--- config.mk ---
export PLATFORM = sky130hd
export DESIGN_NAME = lc3b_instr_writer
export DESIGN_NICKNAME = d
export VERILOG_FILES = /design/src/rtl/lc3b_instr_writer_pkg.sv /design/src/rtl/lc3b_instr_encode.sv /design/src/rtl/lc3b_instr_writer.sv
export SDC_FILE = /design/constraint.sdc
export NUM_CORES = 1
export LEC_CHECK = 0
export CORE_AREA = 10 10 100 102
export CTS_CLUSTER_DIAMETER = 30
export DETAILED_ROUTE_END_ITERATION = 8
export DIE_AREA = 0 0 110 112
export GPL_ROUTABILITY_DRIVEN = 0
export PLACE_DENSITY = 0.78
export SLEW_MARGIN = 20
export SYNTH_ARGS = -nofsm -noshare
export SYNTH_HDL_FRONTEND = slang
export SYNTH_SLANG_ARGS = --single-unit
--- constraint.sdc ---
create_clock -name clk -period 2.35 [get_ports clk]
set_input_delay 0.47 -clock clk [delete_from_list [all_inputs] [get_ports clk]]
set_output_delay 0.47 -clock clk [all_outputs]
set_load 0.01 [all_outputs]
--- src/rtl/lc3b_instr_writer_pkg.sv ---
// rtl/lc3b_instr_writer_pkg.sv - LC-3b field types, encoding formats and writer FSM states
//
// Shared types for the instruction writer and its encoder:
//   lc3b_word / lc3b_opcode / lc3b_reg / lc3b_imm5 / lc3b_offset6/9/11 /
//   lc3b_trapvect8 / lc3b_imm_bit  - raw instruction field widths
//   lc3b_fmt                       - encoding format select (codes 6,7 = opcode only)
//   writer_state_t                 - IDLE -> WRITE -> DONE -> IDLE
package lc3b_instr_writer_pkg;

    typedef logic [15:0] lc3b_word;
    typedef logic [3:0]  lc3b_opcode;
    typedef logic [2:0]  lc3b_reg;
    typedef logic [4:0]  lc3b_imm5;
    typedef logic [5:0]  lc3b_offset6;
    typedef logic [8:0]  lc3b_offset9;
    typedef logic [10:0] lc3b_offset11;
    typedef logic [7:0]  lc3b_trapvect8;
    typedef logic        lc3b_imm_bit;

    typedef enum logic [2:0] {
        FMT_ARITH = 3'd0,
        FMT_OFF6  = 3'd1,
        FMT_OFF9  = 3'd2,
        FMT_OFF11 = 3'd3,
        FMT_TRAP  = 3'd4,
        FMT_JMP   = 3'd5
    } lc3b_fmt;

    typedef enum logic [1:0] {
        ST_IDLE  = 2'd0,
        ST_WRITE = 2'd1,
        ST_DONE  = 2'd2
    } writer_state_t;

    // Word pointers and write addresses are always halfword aligned.
    localparam lc3b_word WORD_ALIGN_MASK = 16'hFFFE;
    localparam lc3b_word WORD_STRIDE     = 16'd2;

    function automatic lc3b_word align_word(input lc3b_word addr);
        return addr & WORD_ALIGN_MASK;
    endfunction

endpackage

--- src/rtl/lc3b_instr_encode.sv ---
// rtl/lc3b_instr_encode.sv - combinational LC-3b field bundle to instruction word packer
//
// Ports:
//   fmt                    in  encoding format (lc3b_fmt code, 6/7 = opcode only)
//   opcode                 in  bits [15:12]
//   dest, src1, src2       in  register fields
//   imm_bit                in  bit 5 for ARITH, bit 11 for OFF11
//   imm5, offset6, offset9, offset11, trapvect8  in  immediate / offset fields
//   word                   out packed 16-bit instruction
import lc3b_instr_writer_pkg::*;

module lc3b_instr_encode (
    input  logic [2:0]  fmt,
    input  logic [3:0]  opcode,
    input  logic [2:0]  dest,
    input  logic [2:0]  src1,
    input  logic [2:0]  src2,
    input  logic        imm_bit,
    input  logic [4:0]  imm5,
    input  logic [5:0]  offset6,
    input  logic [8:0]  offset9,
    input  logic [10:0] offset11,
    input  logic [7:0]  trapvect8,
    output logic [15:0] word
);

    always_comb begin
        word = {opcode, 12'h000};
        case (lc3b_fmt'(fmt))
            // Register form keeps bits [4:3] zero; immediate form replaces them with imm5.
            FMT_ARITH: word = {opcode, dest, src1, imm_bit,
                               (imm_bit ? imm5 : {2'b00, src2})};
            FMT_OFF6:  word = {opcode, dest, src1, offset6};
            FMT_OFF9:  word = {opcode, dest, offset9};
            FMT_OFF11: word = {opcode, imm_bit, offset11};
            FMT_TRAP:  word = {opcode, 4'h0, trapvect8};
            FMT_JMP:   word = {opcode, 3'b000, src1, 6'h00};
            default:   word = {opcode, 12'h000};
        endcase
    end

endmodule

--- src/rtl/lc3b_instr_writer.sv ---
// rtl/lc3b_instr_writer.sv - packs LC-3b fields and writes them to memory at an auto-incrementing pointer
//
// Ports:
//   clk, reset           clock; asynchronous active-high reset
//   base_load, base_addr reload write pointer (IDLE only, bit 0 dropped)
//   req                  field bundle valid (level); fields sampled on acceptance
//   fmt .. trapvect8     instruction fields, see lc3b_instr_encode
//   ack                  one-cycle pulse when a word has been committed
//   busy                 high outside IDLE
//   words_written        committed word count, wraps
//   mem_address, mem_wdata, mem_write, mem_byte_enable, mem_resp  memory write port
import lc3b_instr_writer_pkg::*;

module lc3b_instr_writer #(
    parameter logic [15:0] RESET_BASE  = 16'h0000,
    parameter int          COUNT_WIDTH = 16
) (
    input  logic                   clk,
    input  logic                   reset,
    input  logic                   base_load,
    input  logic [15:0]            base_addr,
    input  logic                   req,
    input  logic [2:0]             fmt,
    input  logic [3:0]             opcode,
    input  logic [2:0]             dest,
    input  logic [2:0]             src1,
    input  logic [2:0]             src2,
    input  logic                   imm_bit,
    input  logic [4:0]             imm5,
    input  logic [5:0]             offset6,
    input  logic [8:0]             offset9,
    input  logic [10:0]            offset11,
    input  logic [7:0]             trapvect8,
    output logic                   ack,
    output logic                   busy,
    output logic [COUNT_WIDTH-1:0] words_written,
    output logic [15:0]            mem_address,
    output logic [15:0]            mem_wdata,
    output logic                   mem_write,
    output logic [1:0]             mem_byte_enable,
    input  logic                   mem_resp
);

    writer_state_t state, state_next;
    lc3b_word      ptr;
    lc3b_word      enc_word;
    logic          accept;

    lc3b_instr_encode u_encode (
        .fmt       (fmt),
        .opcode    (opcode),
        .dest      (dest),
        .src1      (src1),
        .src2      (src2),
        .imm_bit   (imm_bit),
        .imm5      (imm5),
        .offset6   (offset6),
        .offset9   (offset9),
        .offset11  (offset11),
        .trapvect8 (trapvect8),
        .word      (enc_word)
    );

    always_ff @(posedge clk or posedge reset) begin
        if (reset) begin
            state <= ST_IDLE;
        end else begin
            state <= state_next;
        end
    end

    // base_load takes priority over req so a pointer reload never races a write.
    always_comb begin
        state_next = state;
        accept     = 1'b0;
        case (state)
            ST_IDLE: begin
                if (!base_load && req) begin
                    accept     = 1'b1;
                    state_next = ST_WRITE;
                end
            end
            ST_WRITE: begin
                if (mem_resp) begin
                    state_next = ST_DONE;
                end
            end
            ST_DONE:  state_next = ST_IDLE;
            default:  state_next = ST_IDLE;
        endcase
    end

    // Memory-side outputs are registered so address/data stay frozen for the
    // whole WRITE phase regardless of what the field inputs do.
    always_ff @(posedge clk or posedge reset) begin
        if (reset) begin
            ptr             <= align_word(RESET_BASE);
            words_written   <= '0;
            mem_address     <= '0;
            mem_wdata       <= '0;
            mem_write       <= 1'b0;
            mem_byte_enable <= 2'b00;
        end else begin
            case (state)
                ST_IDLE: begin
                    if (base_load) begin
                        ptr <= align_word(base_addr);
                    end else if (accept) begin
                        mem_wdata       <= enc_word;
                        mem_address     <= ptr;
                        mem_write       <= 1'b1;
                        mem_byte_enable <= 2'b11;
                    end
                end
                ST_WRITE: begin
                    if (mem_resp) begin
                        mem_write       <= 1'b0;
                        mem_byte_enable <= 2'b00;
                    end
                end
                ST_DONE: begin
                    // 16-bit add wraps 0xFFFE to 0x0000 naturally.
                    ptr           <= ptr + WORD_STRIDE;
                    words_written <= words_written + COUNT_WIDTH'(1);
                end
                default: ;
            endcase
        end
    end

    assign ack  = (state == ST_DONE);
    assign busy = (state != ST_IDLE);

endmodule

==> summary.txt <==
Outcome
  – Status: finished clean

Detailed routing
  – Routed wire length per instance: approximately 17 um
  – First-pass DRT Iterations: 4
  – Vias: approximately 3,100
  – Vias per cell: 5.22
  – # DRC: 0
  – 1st-iter DRT viols: around 170
  – Routed wire length: a little under 10,000 um
  – Final ANT Viol Nets: 0

Timing
  – Clock Skew: approximately 0.012 ns
  – Min Tclk post-route: ~2.2 ns
  – Endpoints failing hold: 0
  – Final period utilization: 95.1%
  – RSZ-0062 raised after global routing: no
  – Max Freq: 447 MHz
  – Slew Limit Fails: 0
  – # setup viols final: 0
  – Setup TNS: 0 ns
  – Final hold slack: approximately 0.47 ns

Min path
  – Hold EP: words_written[15]
  – Hold Path Stages: 1
  – Worst hold path type: reg2reg
  – Hold Path Origin: words_written[15]

Die
  – Core Area: 8050 sq um
  – Row Count: 33
  – Initial Utilization: a little over two fifths
  – Die X: ~110 um
  – Die Y-Extent: 112 um
  – Die area: approximately 12,000 sq um
  – IO Count: 130

Critical path
  – Reg2reg setup slack: roughly 0.60 ns
  – WP data required: around 1.9 ns
  – Setup crit end kind: primary output
  – Worst R2R Path Depth: 5
  – Critical path fanouts, max: 10
  – WS Path Type: reg2out
  – Reg-to-Reg Start: state[0]
  – Crit path DAT: ~1.8 ns
  – Startpoint Class: flip-flop
  – RR Endpoint: ptr[12]

Yosys
  – Compound-cell area share of the yosys netlist: 13.2%
  – Synth area leader: dfrtp_1
  – Post-synthesis sequential area ratio: between 40 and 50%
  – Adder-cell share of the synthesized area: less than 1%
  – XOR/XNOR Fraction of Synth Area: 3.85%
  – Simple-gate share of the synthesized area: between 20% and 30%
  – Post-synthesis cell type count: 50
  – Synth Area per Inst: between 9 and 10 sq um
  – Post-synth EDFFs: 0
  – Area share of the largest cell type after synthesis: 47.6%
  – Post-Syn Area: roughly 3400 sq um
  – Post-synth ARST share: 100%
  – Ranking of synthesized cells by area: dfrtp_1 (48%), nand2_1 (8.9%), xnor2_1 (3.3%)
  – Synth Register Bits: 65
  – Most common cell in the netlist: nand2_1
  – Combinational family with the most area after synthesis: simple AND/OR/NAND/NOR gates
  – Most frequent cells after synthesis: nand2_1 (81), dfrtp_1 (65), nor2_1 (22)
  – Net count after synthesis: between 400 and 500
  – Mux cell area share after synthesis: under 10%
  – Gate Count Post-Synth: around 360
  – YS warnings: 0
  – Dominant synthesized flop cell: dfrtp_1

Layout
  – N_diodes: 0
  – Area Overhead vs Synth: 47.2%
  – Design Area, Final: roughly 5000 sq um
  – # nets final: around 570
  – Final core area utilization: between 60 and 70%
  – Layout cell share with drive strength beyond 1: about a tenth

CTS
  – # hold bufs at CTS: 0
  – TritonCTS Buffers: 9
  – Worst-path clk slew: 0.07 ns
  – Post-CTS Resized: 0
  – Clk Latency, worst-skew pair: around 0.34 ns
  – CTS tree: yes
  – H-tree levels: 3
  – Setup Buffers After CTS: 0
  – Deepest clock path buffer count: 2
  – Clock Sinks: 65
  – Clock root cell: clkbuf_8

Global route
  – First-pass GRT wire length: ~16,000 um
  – Congestion Overflow GR: 0
  – Vias in the first global route: about 3,200
  – Largest net degree at the start of global routing: 66
  – Initial antenna violation count: 0
  – Overall global routing resource usage: 16.1%

Power and ir drop
  – Worst IR Drop VDD: between 0.4 and 0.5 mV
  – PwrDens: approximately 790 nW/um^2
  – Leak Pwr: around 2.2 nW

Run
  – Max Cap Viol: 0

Place
  – Port Buffers: 127
  – Detailed placer's ending HPWL: 7560 um
  – Placed Area: approximately 4800 sq um
-- through the flow --
stage	total power, mW	worst slack, ns	std cells
after floorplan	2.23	0.254	359
after global placement	2.91	0.264	582
after detailed placement	2.95	0.225	582
after CTS	3.99	0.109	597
after global routing	4.20	0.0439	597
final	3.96	0.114	597
-- layer usage --
layer	vias to the layer above	track usage (%)	share of wire [%]
met5	-	0	0
met4	0	3.39	0.64
met3	8	6.34	8.6
met2	97	26.8	51
met1	1501	18.8	40
li1	1508	-	-
-- layout make-up --
cell class / count / area (sq um)
clock inverters: 6 / 83.8
well taps: 105 / 131
multi-input cells: 261 / 1630
repair buffers: 142 / 1400
clock buffers: 9 / 124
flip-flops and latches: 65 / 1630
inverters: 9 / 33.8
fillers: 698 / 3030
-- layout by cell type (no fill, tap or decap), types with 2 or more instances in the layout --
cell,Yosys,layout
o21a_1,4,4
and3_1,3,3
clkinv_2,0,3
dfrtp_1,65,65
clkdlybuf4s50_1,0,127
nand2_1,81,81
o22a_1,2,2
o31ai_1,4,4
ha_1,2,2
buf_4,4,14
nand3_1,13,13
a21oi_1,11,11
a311oi_1,7,7
nor3_1,5,5
a21boi_0,2,2
xor2_1,2,2
nor4b_4,1,2
o221ai_1,2,2
nor2_1,22,22
and4_1,5,5
a31oi_1,4,4
mux4_2,2,2
and2_1,2,2
o21ai_0,15,15
bufinv_16,0,2
o22ai_1,5,5
nand4_1,6,6
a211oi_1,5,5
mux2i_1,10,10
mux2_2,5,5
inv_1,9,8
clkbuf_8,0,9
nor3_4,3,3
xnor2_1,13,13
a22oi_1,4,4
nand2b_1,5,5
nand3b_1,4,4
-- worst max-delay path: stages (launching register included) --
cell and delay [ns]:
dfrtp_1 0.52, nand2b_4 0.22, inv_1 0.13, clkdlybuf4s50_1 0.56
-- worst max path at each step --
stage,slack (ns),depth (start not counted),from,end
6_report,0.11,3,state[0],ack
3_3_place_gp,0.26,5,fmt[0],mem_wdata[5]
2_1_floorplan,0.25,1,reset,mem_address[10]
4_1_cts,0.11,3,state[0],ack
5_1_grt,0.04,3,state[0],ack
3_5_place_dp,0.22,5,fmt[0],mem_wdata[5]
-- power breakdown --
part | leakage (nW) | switching, mW | internal, mW
logic | 1.28 | 0.572 | 0.720
registers | 0.804 | 0.251 | 1.38
clock network | 0.109 | 0.444 | 0.588
total | 2.19 | 1.27 | 2.69
-- logic make-up after synthesis --
logic type / Yosys count
compound gates: 67
flops: 65
xor+xnor: 15
mux: 17
simple gates: 159
buf+inv: 33
other cells: 1
fa+ha+maj: 2
-- sequential cells by signal (all words and copies together), names as in the netlist --
name,flops
mem_wdata,16
words_written,16
mem_address,15
ptr,15
state,2
mem_byte_enable,1
Power figures use the tool's default switching activity.
==> variant (config.mk and constraints unchanged) <==
`COUNT_WIDTH`: 16 -> 32.
--- a/src/rtl/lc3b_instr_writer.sv
+++ b/src/rtl/lc3b_instr_writer.sv
@@ -13,7 +13,7 @@
 
 module lc3b_instr_writer #(
     parameter logic [15:0] RESET_BASE  = 16'h0000,
-    parameter int          COUNT_WIDTH = 16
+    parameter int          COUNT_WIDTH = 32
 ) (
     input  logic                   clk,
     input  logic                   reset,
Interface: changed (resized words_written); port bits go from 130 to 146. The function was not compared with the original's and may differ.
==> variant against the original RTL <==
Cell area up 20%. Sequential share of layout area is 1.4 points higher. Sequential cell count rose by 16. Hold slack gained 0.0029 ns. Clock power shrank 7%. Routed wire length rose by 24%. Global-route usage rose by 3.5 points. Largest cell class unchanged. Power increased by 6.1%. Register-to-register slack got worse by 0.11 ns. Critical path type unchanged. Synthesized area increased by 24%. Synthesized cell count is 22% higher. Fmax up 3.9%. Worst setup slack improved by 0.084 ns.
==> variant: results (changes against the original RTL) <==
[synth]
ys_top_cells_by_area=dfrtp_1 48%, nand2_1 7.8%, xnor2_1 5.4%
muxShareOfSynthArea=0.0425  ; -0.0165
avgSynthCellArea_sq_um=9.66  ; +1.6%
synth-compound-area-share=0.124  ; -0.00732
synth_seq_area_share=0.478  ; +0.00165
synthAdderAreaFrac=0.00590  ; -0.00143
yosys-top-cells-count=88 x nand2_1, 81 x dfrtp_1, 26 x xnor2_1
mappedNetlistNets=518  ; +18%
synth_xor_area_frac=0.0661  ; +0.0276

[placement]
placed_area_sq_um=5820  ; +21%
portBuffers=143  ; +13%

[global_routing]
grt_max_degree=82  ; +24%
first_global_vias=3756  ; +16%
grt_pass1_wl_um=19400  ; +21%

[sta]
skew_ns=0.0156  ; +0.00407 ns
holdWs_ns=0.476  ; +0.00287 ns

[setup_path]
r2r_setup_slack_ns=0.49  ; -0.11 ns
cp.arrival_ns=1.68  ; -0.09 ns
worst-path-max-fanout=5  ; -5

[finish]
reg_top3=words_written x32, mem_wdata x16
drive_above_1_share=0.0920  ; -0.00354

[power_and_ir_drop]
p_leak_nw=2.64  ; +20%
switching_share=0.330  ; +0.0104
ir_drop_mv=0.578  ; +38%

[routing]
wl_per_cell_um=17.7  ; +7.1%
wl_um=12200  ; +24%
drt_iter0_drc=187  ; +11%

[status]
status=finished clean

==> variant: changes by cell type after synthesis, sizes merged, moves of 5 or more <==
cell / before / now
a21oi: 11 / 21
a311oi: 8 / 1
and3: 3 / 11
clkbuf: 8 / 15
dfrtp: 65 / 81
nand2: 81 / 88
nand3: 13 / 18
nand4: 6 / 19
nor2b: 1 / 6
nor3: 8 / 2
xnor2: 13 / 26
==> variant: worst max-delay path, cell delays in order, from the launching register on <==
cell             delay (ns)
dfrtp_1                0.53
nor2b_1                0.24
clkdlybuf4s50_1        0.57
==> variant: layout make-up <==
type / count / area [sq um]
multi-input cells: 322 / 2050
clock buffers: 10 / 138
inverters: 9 / 37.5
well taps: 105 / 131
clock inverters: 6 / 51.3
flip-flops and latches: 81 / 2030
fillers: 617 / 2040
repair buffers: 159 / 1580
==> variant: cell families after synthesis <==
family | Yosys count
buf+inv | 36
compound gates | 82
fa+ha+maj | 2
flops | 81
xor+xnor | 32
simple gates | 188
mux | 17
other cells | 1
==> variant: per-stage QoR <==
step | utilization | setup WS, ns
3_5_place_dp | 0.723 | 0.157
5_1_grt | 0.747 | 0.130
2_1_floorplan | - | 0.649
6_report | 0.747 | 0.198
4_1_cts | 0.747 | 0.153
3_3_place_gp | 0.723 | 0.233
==> variant: layer usage <==
metal,global-route usage,up-vias,wire (um)
li1,-,1844,-
met1,0.243,1837,4980
met2,0.325,136,6240
met3,0.0484,13,860
met4,0.0521,0,152
met5,0,-,0
==> variant: power groups by stage <==
stage / clock [mW] / sequential (mW) / combinational [mW]
floorplan: 0 / 1.98 / 0.531
global placement: 0 / 1.93 / 1.30
detailed placement: 0 / 1.95 / 1.33
CTS: 0.980 / 1.92 / 1.33
global route: 1.04 / 1.97 / 1.44
finish: 0.960 / 1.92 / 1.31
==> variant: path summary, 6_finish.rpt <==
kind / from / endpoint / depth (start not counted)
setup / recovery: state[1] / ack / 2
hold / removal: words_written[31] / words_written[31] / 1
setup reg to reg: words_written[0] / words_written[26] / 5
hold reg to reg: words_written[31] / words_written[31] / 1
max in group asynchronous: reset / mem_wdata[15] / 3
min in group asynchronous: reset / words_written[17] / 3
